## src/rtl/seven_seg_decoder.sv

```systemverilog
// Receive-side decoder for an 8-digit multiplexed seven-segment bus.
// Synchronizes sseg/an, waits for a stable window, and records per-digit value and status.
module seven_seg_decoder #(
  parameter int STABLE_CYCLES  = 16,
  parameter int TIMEOUT_CYCLES = 1048576
) (
  input  logic        clk,
  input  logic        rst,
  input  logic [7:0]  sseg_in,
  input  logic [7:0]  an_in,
  output logic [31:0] digits,
  output logic [7:0]  dp,
  output logic [7:0]  blank,
  output logic [7:0]  bad,
  output logic [7:0]  digit_valid,
  output logic        frame_done,
  output logic        active,
  output logic        err_multi
);

  localparam int CW = $clog2(STABLE_CYCLES + 1);
  localparam int TW = $clog2(TIMEOUT_CYCLES + 1);
  localparam logic [CW-1:0] STABLE_MAX   = CW'(STABLE_CYCLES);
  localparam logic [TW-1:0] TIMEOUT_LAST = TW'(TIMEOUT_CYCLES - 1);

  typedef enum logic {IDLE, LOCK} state_t;

  state_t        state_reg;
  logic [15:0]   sync1_reg, sync2_reg, key_prev_reg;
  logic [CW-1:0] stab_reg, stab_next;
  logic [TW-1:0] tmo_reg;
  logic [7:0]    seen_reg, seen_next;
  logic [31:0]   digits_reg;
  logic [7:0]    dp_reg, blank_reg, bad_reg, digit_valid_reg;
  logic          frame_done_reg, active_reg, err_multi_reg;

  logic [7:0]    an_s, sseg_s, sel, sel_rest;
  logic [6:0]    seg_on;
  logic [3:0]    dec_nibble;
  logic          dec_blank, dec_bad;
  logic          window_done, capture, multi, frame_hit;

  assign sseg_s   = sync2_reg[7:0];
  assign an_s     = sync2_reg[15:8];
  assign sel      = ~an_s;
  assign sel_rest = sel & (sel - 8'd1);
  assign seg_on   = ~sseg_s[6:0];

  always_comb begin
    if (sync2_reg != key_prev_reg)
      stab_next = CW'(1);
    else if (stab_reg != STABLE_MAX)
      stab_next = stab_reg + CW'(1);
    else
      stab_next = stab_reg;
  end

  // A window completes only on the cycle the counter first saturates.
  assign window_done = (stab_next == STABLE_MAX) && (stab_reg != STABLE_MAX);
  assign capture     = window_done && (sel != 8'd0) && (sel_rest == 8'd0);
  assign multi       = window_done && (sel_rest != 8'd0);
  assign seen_next   = seen_reg | sel;
  assign frame_hit   = (seen_next == 8'hFF);

  always_comb begin
    dec_nibble = 4'h0;
    dec_blank  = 1'b0;
    dec_bad    = 1'b0;
    case (seg_on)
      7'h3F: dec_nibble = 4'h0;
      7'h06: dec_nibble = 4'h1;
      7'h5B: dec_nibble = 4'h2;
      7'h4F: dec_nibble = 4'h3;
      7'h66: dec_nibble = 4'h4;
      7'h6D: dec_nibble = 4'h5;
      7'h7D: dec_nibble = 4'h6;
      7'h07: dec_nibble = 4'h7;
      7'h7F: dec_nibble = 4'h8;
      7'h6F: dec_nibble = 4'h9;
      7'h77: dec_nibble = 4'hA;
      7'h7C: dec_nibble = 4'hB;
      7'h39: dec_nibble = 4'hC;
      7'h5E: dec_nibble = 4'hD;
      7'h79: dec_nibble = 4'hE;
      7'h71: dec_nibble = 4'hF;
      7'h00: dec_blank  = 1'b1;
      default: dec_bad  = 1'b1;
    endcase
  end

  always_ff @(posedge clk) begin
    if (rst) begin
      sync1_reg       <= 16'hFFFF;
      sync2_reg       <= 16'hFFFF;
      key_prev_reg    <= 16'hFFFF;
      stab_reg        <= '0;
      tmo_reg         <= '0;
      seen_reg        <= '0;
      state_reg       <= IDLE;
      digits_reg      <= '0;
      dp_reg          <= '0;
      blank_reg       <= '0;
      bad_reg         <= '0;
      digit_valid_reg <= '0;
      frame_done_reg  <= 1'b0;
      active_reg      <= 1'b0;
      err_multi_reg   <= 1'b0;
    end else begin
      sync1_reg      <= {an_in, sseg_in};
      sync2_reg      <= sync1_reg;
      key_prev_reg   <= sync2_reg;
      stab_reg       <= stab_next;
      frame_done_reg <= 1'b0;
      if (multi)
        err_multi_reg <= 1'b1;
      if (capture) begin
        for (int i = 0; i < 8; i++) begin
          if (sel[i]) begin
            digits_reg[4*i +: 4] <= dec_nibble;
            dp_reg[i]            <= ~sseg_s[7];
            blank_reg[i]         <= dec_blank;
            bad_reg[i]           <= dec_bad;
          end
        end
        digit_valid_reg <= digit_valid_reg | sel;
        seen_reg        <= frame_hit ? 8'h00 : seen_next;
        frame_done_reg  <= frame_hit;
        state_reg       <= LOCK;
        active_reg      <= 1'b1;
        tmo_reg         <= '0;
      end else if (state_reg == LOCK) begin
        // Idle drops validity but keeps the last decoded values visible.
        if (tmo_reg == TIMEOUT_LAST) begin
          state_reg       <= IDLE;
          active_reg      <= 1'b0;
          digit_valid_reg <= '0;
          seen_reg        <= '0;
          tmo_reg         <= '0;
        end else begin
          tmo_reg <= tmo_reg + TW'(1);
        end
      end
    end
  end

  assign digits      = digits_reg;
  assign dp          = dp_reg;
  assign blank       = blank_reg;
  assign bad         = bad_reg;
  assign digit_valid = digit_valid_reg;
  assign frame_done  = frame_done_reg;
  assign active      = active_reg;
  assign err_multi   = err_multi_reg;

endmodule

```

## config.mk

```make
export PLATFORM = sky130hd
export DESIGN_NAME = seven_seg_decoder
export DESIGN_NICKNAME = d
export VERILOG_FILES = /design/src/rtl/seven_seg_decoder.sv
export SDC_FILE = /design/constraint.sdc
export NUM_CORES = 1
export LEC_CHECK = 0
export BUFFER_PORTS_ARGS = -buffer_cell sky130_fd_sc_hd__buf_2
export CAP_MARGIN = 20
export CORE_UTILIZATION = 36
export CTS_CLUSTER_SIZE = 10
export DETAILED_ROUTE_END_ITERATION = 16
export PLACE_DENSITY = 0.61
export SLEW_MARGIN = 20
export SYNTH_ARGS = -nofsm -noshare
export SYNTH_HDL_FRONTEND = slang
export SYNTH_SLANG_ARGS = --single-unit
```

## constraint.sdc

```tcl
create_clock -name clk -period 6.6 [get_ports clk]
set_input_delay 0.66 -clock clk [delete_from_list [all_inputs] [get_ports clk]]
set_output_delay 0.66 -clock clk [all_outputs]
set_load 0.05 [all_outputs]
```

Word level (Yosys, flattened, before mapping)
Cells that the tools add are included.
{"block": "op_classes", "add_sub_neg": 3, "eq_ne": 21, "muxes": 17, "n_bitwise": 7, "reduce_logical": 22}
{"operator": "$eq 7x7->1 const B", "n": 12}
{"operator": "$pmux 4 s15", "n": 1}
{"operator": "$mux 8", "n": 5}
{"operator": "$add 21x1->21 const B", "n": 1}
{"operator": "$eq 21x20->1 const B", "n": 1}
{"operator": "$mux 21", "n": 1}
{"operator": "$reduce_and 2->1", "n": 9}
{"operator": "$reduce_or 17->1", "n": 1}
{"operator": "$ne 16x16->1", "n": 1}
{"operator": "$or 8x8->8", "n": 2}
{"operator": "$reduce_bool 8->1", "n": 2}
{"operator": "$eq 7x3->1 const B", "n": 2}
{"operator": "$eq 7x6->1 const B", "n": 2}
{"operator": "$mux 5", "n": 2}
{"operator": "$and 8x8->8", "n": 1}
{"operator": "$eq 8x8->1 const B", "n": 1}
{"operator": "$logic_not 8->1", "n": 1}
{"operator": "$mux 1", "n": 8}
{"operator": "$not 8->8", "n": 1}
{"operator": "$sub 8x1->8 const B", "n": 1}
{"operator": "$logic_not 7->1", "n": 1}
{"operator": "$not 7->7", "n": 1}
{"operator": "$add 5x1->5 const B", "n": 1}
{"operator": "$eq 5x5->1 const B", "n": 1}
{"operator": "5 further kinds", "n": 11}
{"block": "word_totals", "regBits": 150, "inputBits": 18}

Depth between registers and ports, before layout
{"block": "logic_depth", "ltp_word": 9, "mapped_depth": 10, "depth_no_buf": 8}

Least setup slack after synthesis
No wires, ideal clock.
{"block": "synth_path", "path_type": "reg-to-reg", "startpoint": "reg stab_reg[0]", "endpoint": "reg tmo_reg[12]", "arrival_time_ps": 2163, "required_ps": 6485, "path_slack_ps": 4323, "stages_incl_launch_ff": 10, "path_buffers": 1, "period_less_slack_ps": 2277, "cell_sequence": "dfxtp_1 > inv_1 > ha_1 > nor2b_2 > or4b_4 > a211oi_2 > nand4_2 > o21ai_4 > buf_6 > nor2_1"}
{"block": "synth_via", "elab_chain_cells": 8, "elab_cells_between_ends": 9}
{"element": "from (decl)", "line_no": "30", "source": "logic [CW-1:0] stab_reg, stab_next;"}
{"element": "from (signal assigned)", "line_no": "112", "source": "stab_reg <= stab_next;"}
{"element": "$add 5x1->5 / $ne 5x5->1 (equally long branches)", "line_no": "53, 52, 59"}
{"element": "$mux 5", "line_no": "52", "source": "else if (stab_reg != STABLE_MAX)"}
{"element": "$mux 5", "line_no": "50", "source": "if (sync2_reg != key_prev_reg)"}
{"element": "$eq 5x5->1", "line_no": "59", "source": "assign window_done = (stab_next == STABLE_MAX) && (stab_reg != STABLE_MAX);"}
{"element": "$logic_and 1x1->1 *", "line_no": "59"}
{"element": "$logic_and 1x1->1 * (2 in a row)", "line_no": "60", "source": "assign capture = window_done && (sel != 8'd0) && (sel_rest == 8'd0);"}
{"element": "$reduce_or 2->1 (no source line) *"}
{"element": "to (signal assigned)", "line_no": "140", "source": "tmo_reg <= tmo_reg + TW'(1);"}
{"element": "to (decl)", "line_no": "31", "source": "logic [TW-1:0] tmo_reg;"}
Every way passes the cells marked *; elsewhere a longest branch is shown, timed or not.
A chain may end at the register's enable or synchronous reset.

Final worst setup path
{"block": "layout_path", "startpoint": "reg sync2_reg[6]", "endpoint": "reg digits_reg[18] (netlist: digits[18])"}
{"block": "layout_via", "elab_chain_cells": 7, "elab_cells_between_ends": 24}
{"element": "from (decl)", "line_no": "29", "source": "logic [15:0] sync1_reg, sync2_reg, key_prev_reg;"}
{"element": "from (signal assigned)", "line_no": "110", "source": "sync2_reg <= sync1_reg;"}
{"element": "$ne 16x16->1", "line_no": "50"}
{"element": "$mux 5", "line_no": "50"}
{"element": "$eq 5x5->1", "line_no": "59"}
{"element": "$logic_and 1x1->1", "line_no": "59"}
{"element": "$logic_and 1x1->1 (2 in a row)", "line_no": "60"}
{"element": "$reduce_and 2->1 (no source line)"}
{"element": "to (signal, indexed assignment)", "line_no": "119", "source": "digits_reg[4*i +: 4] <= dec_nibble;"}
{"element": "to (decl)", "line_no": "33", "source": "logic [31:0] digits_reg;"}
Several ways; a longest one is shown, not always the timed one.

==> flow_summary.yaml <==
cells_and_area:
  diodes: 0
  post-route-util_pct: 43.0
  largest_reg_flops: 32
  stdcell_count: 953
  final_layout_size_suffix_gt1_share_pct: 26.1
  final_nets: 736
  syn_to_final_growth_pct: 17.3
  fillers: 1750
routing:
  detail-route-antenna-nets: 0
  drc: 0
  wl_per_cell_um: 14.0
  drt_iter0_markers: 225
  via_count: 4596
  drt-vias-per-instance: 4.82
  dr.pass1.iters: 4
  routed_wl_mm: 13.3
timing:
  rsz0062_at_grt: "no"
  worstMarginPinSlew_ns: 0.756
  setup_viol: 0
  fin_worst_skew_ns: 0.0106
  period_share_pct: 40.7
  setup_tns_ns: 0
  max_freq_mhz: 372
  drv_slew: 0
  period_minus_slack_ns: 2.69
  max_slew_margin_pct: 49.6
  hold_viol: 0
floorplanning:
  die-area_mm2: 0.0180
  core_area_mm2: 0.0172
  placementRows: 48
  die_w_um: 134
  die_h_um: 134
  initial_core_util_pct: 36.7
  io_pins: 85
yosys:
  yosys.area.top_type: "dfxtp_1"
  synth_top_area_share_pct: 47.6
  yosysSeqAreaShare_pct: 47.6
  syn_nets: 668
  synth.area.top_cells: "dfxtp_1 48%, mux2i_1 9.0%, nand2_1 5.5%, or2_2 4.0%, xnor2_1 3.6%"
  synth_area_mm2: 0.00630
  synth_area_per_cell_um2: 9.74
  ys_ff_latch: 150
  ys_warn_count: 0
  yosysUniqueCellTypes: 68
  ys.flop_type: "dfxtp_1"
  synth_commonest_cells: "150 x dfxtp_1, 93 x nand2_1, 57 x mux2i_1"
  netlist_instances: 647
  yosysMostFrequentCell: "dfxtp_1"
  async_flop_share_pct: 0
  synth-edff-count: 0
job:
  cap_violations: 0
critical_path:
  crit_chain: "xnor2_1 -> nand4_1 -> nor4_4 -> and4b_1 -> buf_4 -> nand3_4 -> mux2i_1"
  cp_max_fo: 19
  cp.arrival_ns: 2.97
  cp-start-kind: "flop"
  crit_slowest_cell: "dfxtp_1"
  required_ns: 6.89
  cp-end-kind: "flop"
  cpPeakStageDelay_ns: 0.68
  crit_type: "reg -> reg"
pwr:
  leakagePower_nw: 3.24
  power_frac_comb_pct: 4.5
  cellInternalPower_w: 0.00148
  clkPwrFrac_pct: 47.7
  ir_drop_v: 0.000178
  swShare_pct: 24.2
  power.switching_w: 0.000471
  seq_power_share_pct: 47.8
  p_total_w: 0.00195
  power_density_mw_per_mm2: 263
cts:
  post_cts_buffers: 0
  clock_latency_ns: 0.43
  clock-sinks: 150
  cts_hold_buffers: 0
  ctsLongestPathBuffers: 2
  cts.clk_slew.worst_paths_ns: 0.07
  cts_made_buffers: 17
  htreeDepth: 4
  cts_tree: "done"
  ctsResizeCount: 0
  cts-root-buf: "clkbuf_16"
global_route:
  grt_pass1_vias: 4418
  antenna_found_initial: 0
  grt_pass1_wl_mm: 22.2
  track_usage_pct: 15.6
  overflow: 0
  grt_max_degree: 76
place:
  io_buffers: 84
  gp_congestion: 0.772
  dpl.hpwl_mm: 8.86
  dp_cells: 921
min_path:
  holdCritPathClass: "reg -> reg"
status:
  run_status: "finished, final reports clean"
## placed cells by master (no fill, tap or decap), drive strengths merged, types with 3 or more instances in the layout
master,netlist,routed
o21ai,8,8
nor4,3,3
nor2,32,32
a21oi,13,13
or2,40,40
o41ai,10,10
nand3b,3,3
nand4,12,12
dfxtp,150,150
clkinv,1,5
nand3,24,24
or4,3,3
and4,5,5
and2,4,4
xnor2,27,27
xor2,12,12
buf,12,88
o2111ai,8,8
nor3,21,21
mux2i,57,57
o22ai,13,13
inv,22,29
and3,9,9
clkbuf,27,18
nor2b,3,3
ha,3,3
nand2,93,93
a31oi,4,4
## metrics by stage
stage | cell area, um^2 | hold slack (ns) | worst slack (ns)
final | 7390 | 0.406 | 3.91
after global routing | 7390 | 0.398 | 3.73
after CTS | 7390 | 0.395 | 3.86
after detailed placement | 6810 | 0.393 | 3.69
after global placement | 6810 | 0.392 | 3.74
after floorplan | 6300 | 0.389 | 4.32
## worst paths after layout
path	start	endpoint	slack, ns	cells past startpoint
setup / recovery	sync2_reg[6]	digits[18]	3.91	7
hold / removal	sync1_reg[8]	sync2_reg[8]	0.41	1
setup reg to reg	sync2_reg[6]	digits[18]	3.91	7
hold reg to reg	sync1_reg[8]	sync2_reg[8]	0.41	1
## critical path, delay by kind of cell (launching register included)
kind | cells | cell delay (ns)
xor gates and xnor gates | 1 | 0.19
and+or+nand+nor | 4 | 1.15
DFF | 1 | 0.68
buffers and inverters | 1 | 0.33
muxes | 1 | 0.18
## power by group through the flow
stage | Clock, W | Sequential, W | Combinational, W
floorplan | 0 | 0.000942 | 0.0000801
global placement | 0 | 0.000952 | 0.0000863
detailed placement | 0 | 0.000952 | 0.0000866
CTS | 0.000954 | 0.000932 | 0.0000867
global route | 0.000993 | 0.000933 | 0.0000966
finish | 0.000929 | 0.000932 | 0.0000867
## cells by family after synthesis
group | count (synthesis) | share of synthesized area, %
multiplexers | 59 | 9.41
flip-flops | 150 | 47.6
XOR/XNOR | 39 | 5.54
buffers and inverters | 62 | 5.06
adder cells (fa/ha/maj) | 3 | 0.595
AO/OA/AOI/OAI | 72 | 8.85
AND/OR/NAND/NOR | 262 | 22.9
## cell type report
cell class	instances	area, um^2	area share (%)
sequential	150	3000	40.6
clock buffer	18	429	5.80
timing repair buffer	88	450	6.09
multi-input combinational	435	3000	40.6
tap	225	282	3.81
inverter	23	86.3	1.17
clock inverter	14	143	1.93
## per-layer routing
layer	wire length, um	vias to the layer above	track usage (%)
met5	0	-	0
met1	6450	2133	19.7
met2	6080	75	24.7
met4	195	0	7.05
met3	572	16	4.46
li1	-	2372	-
Power figures use the tool's default switching activity.
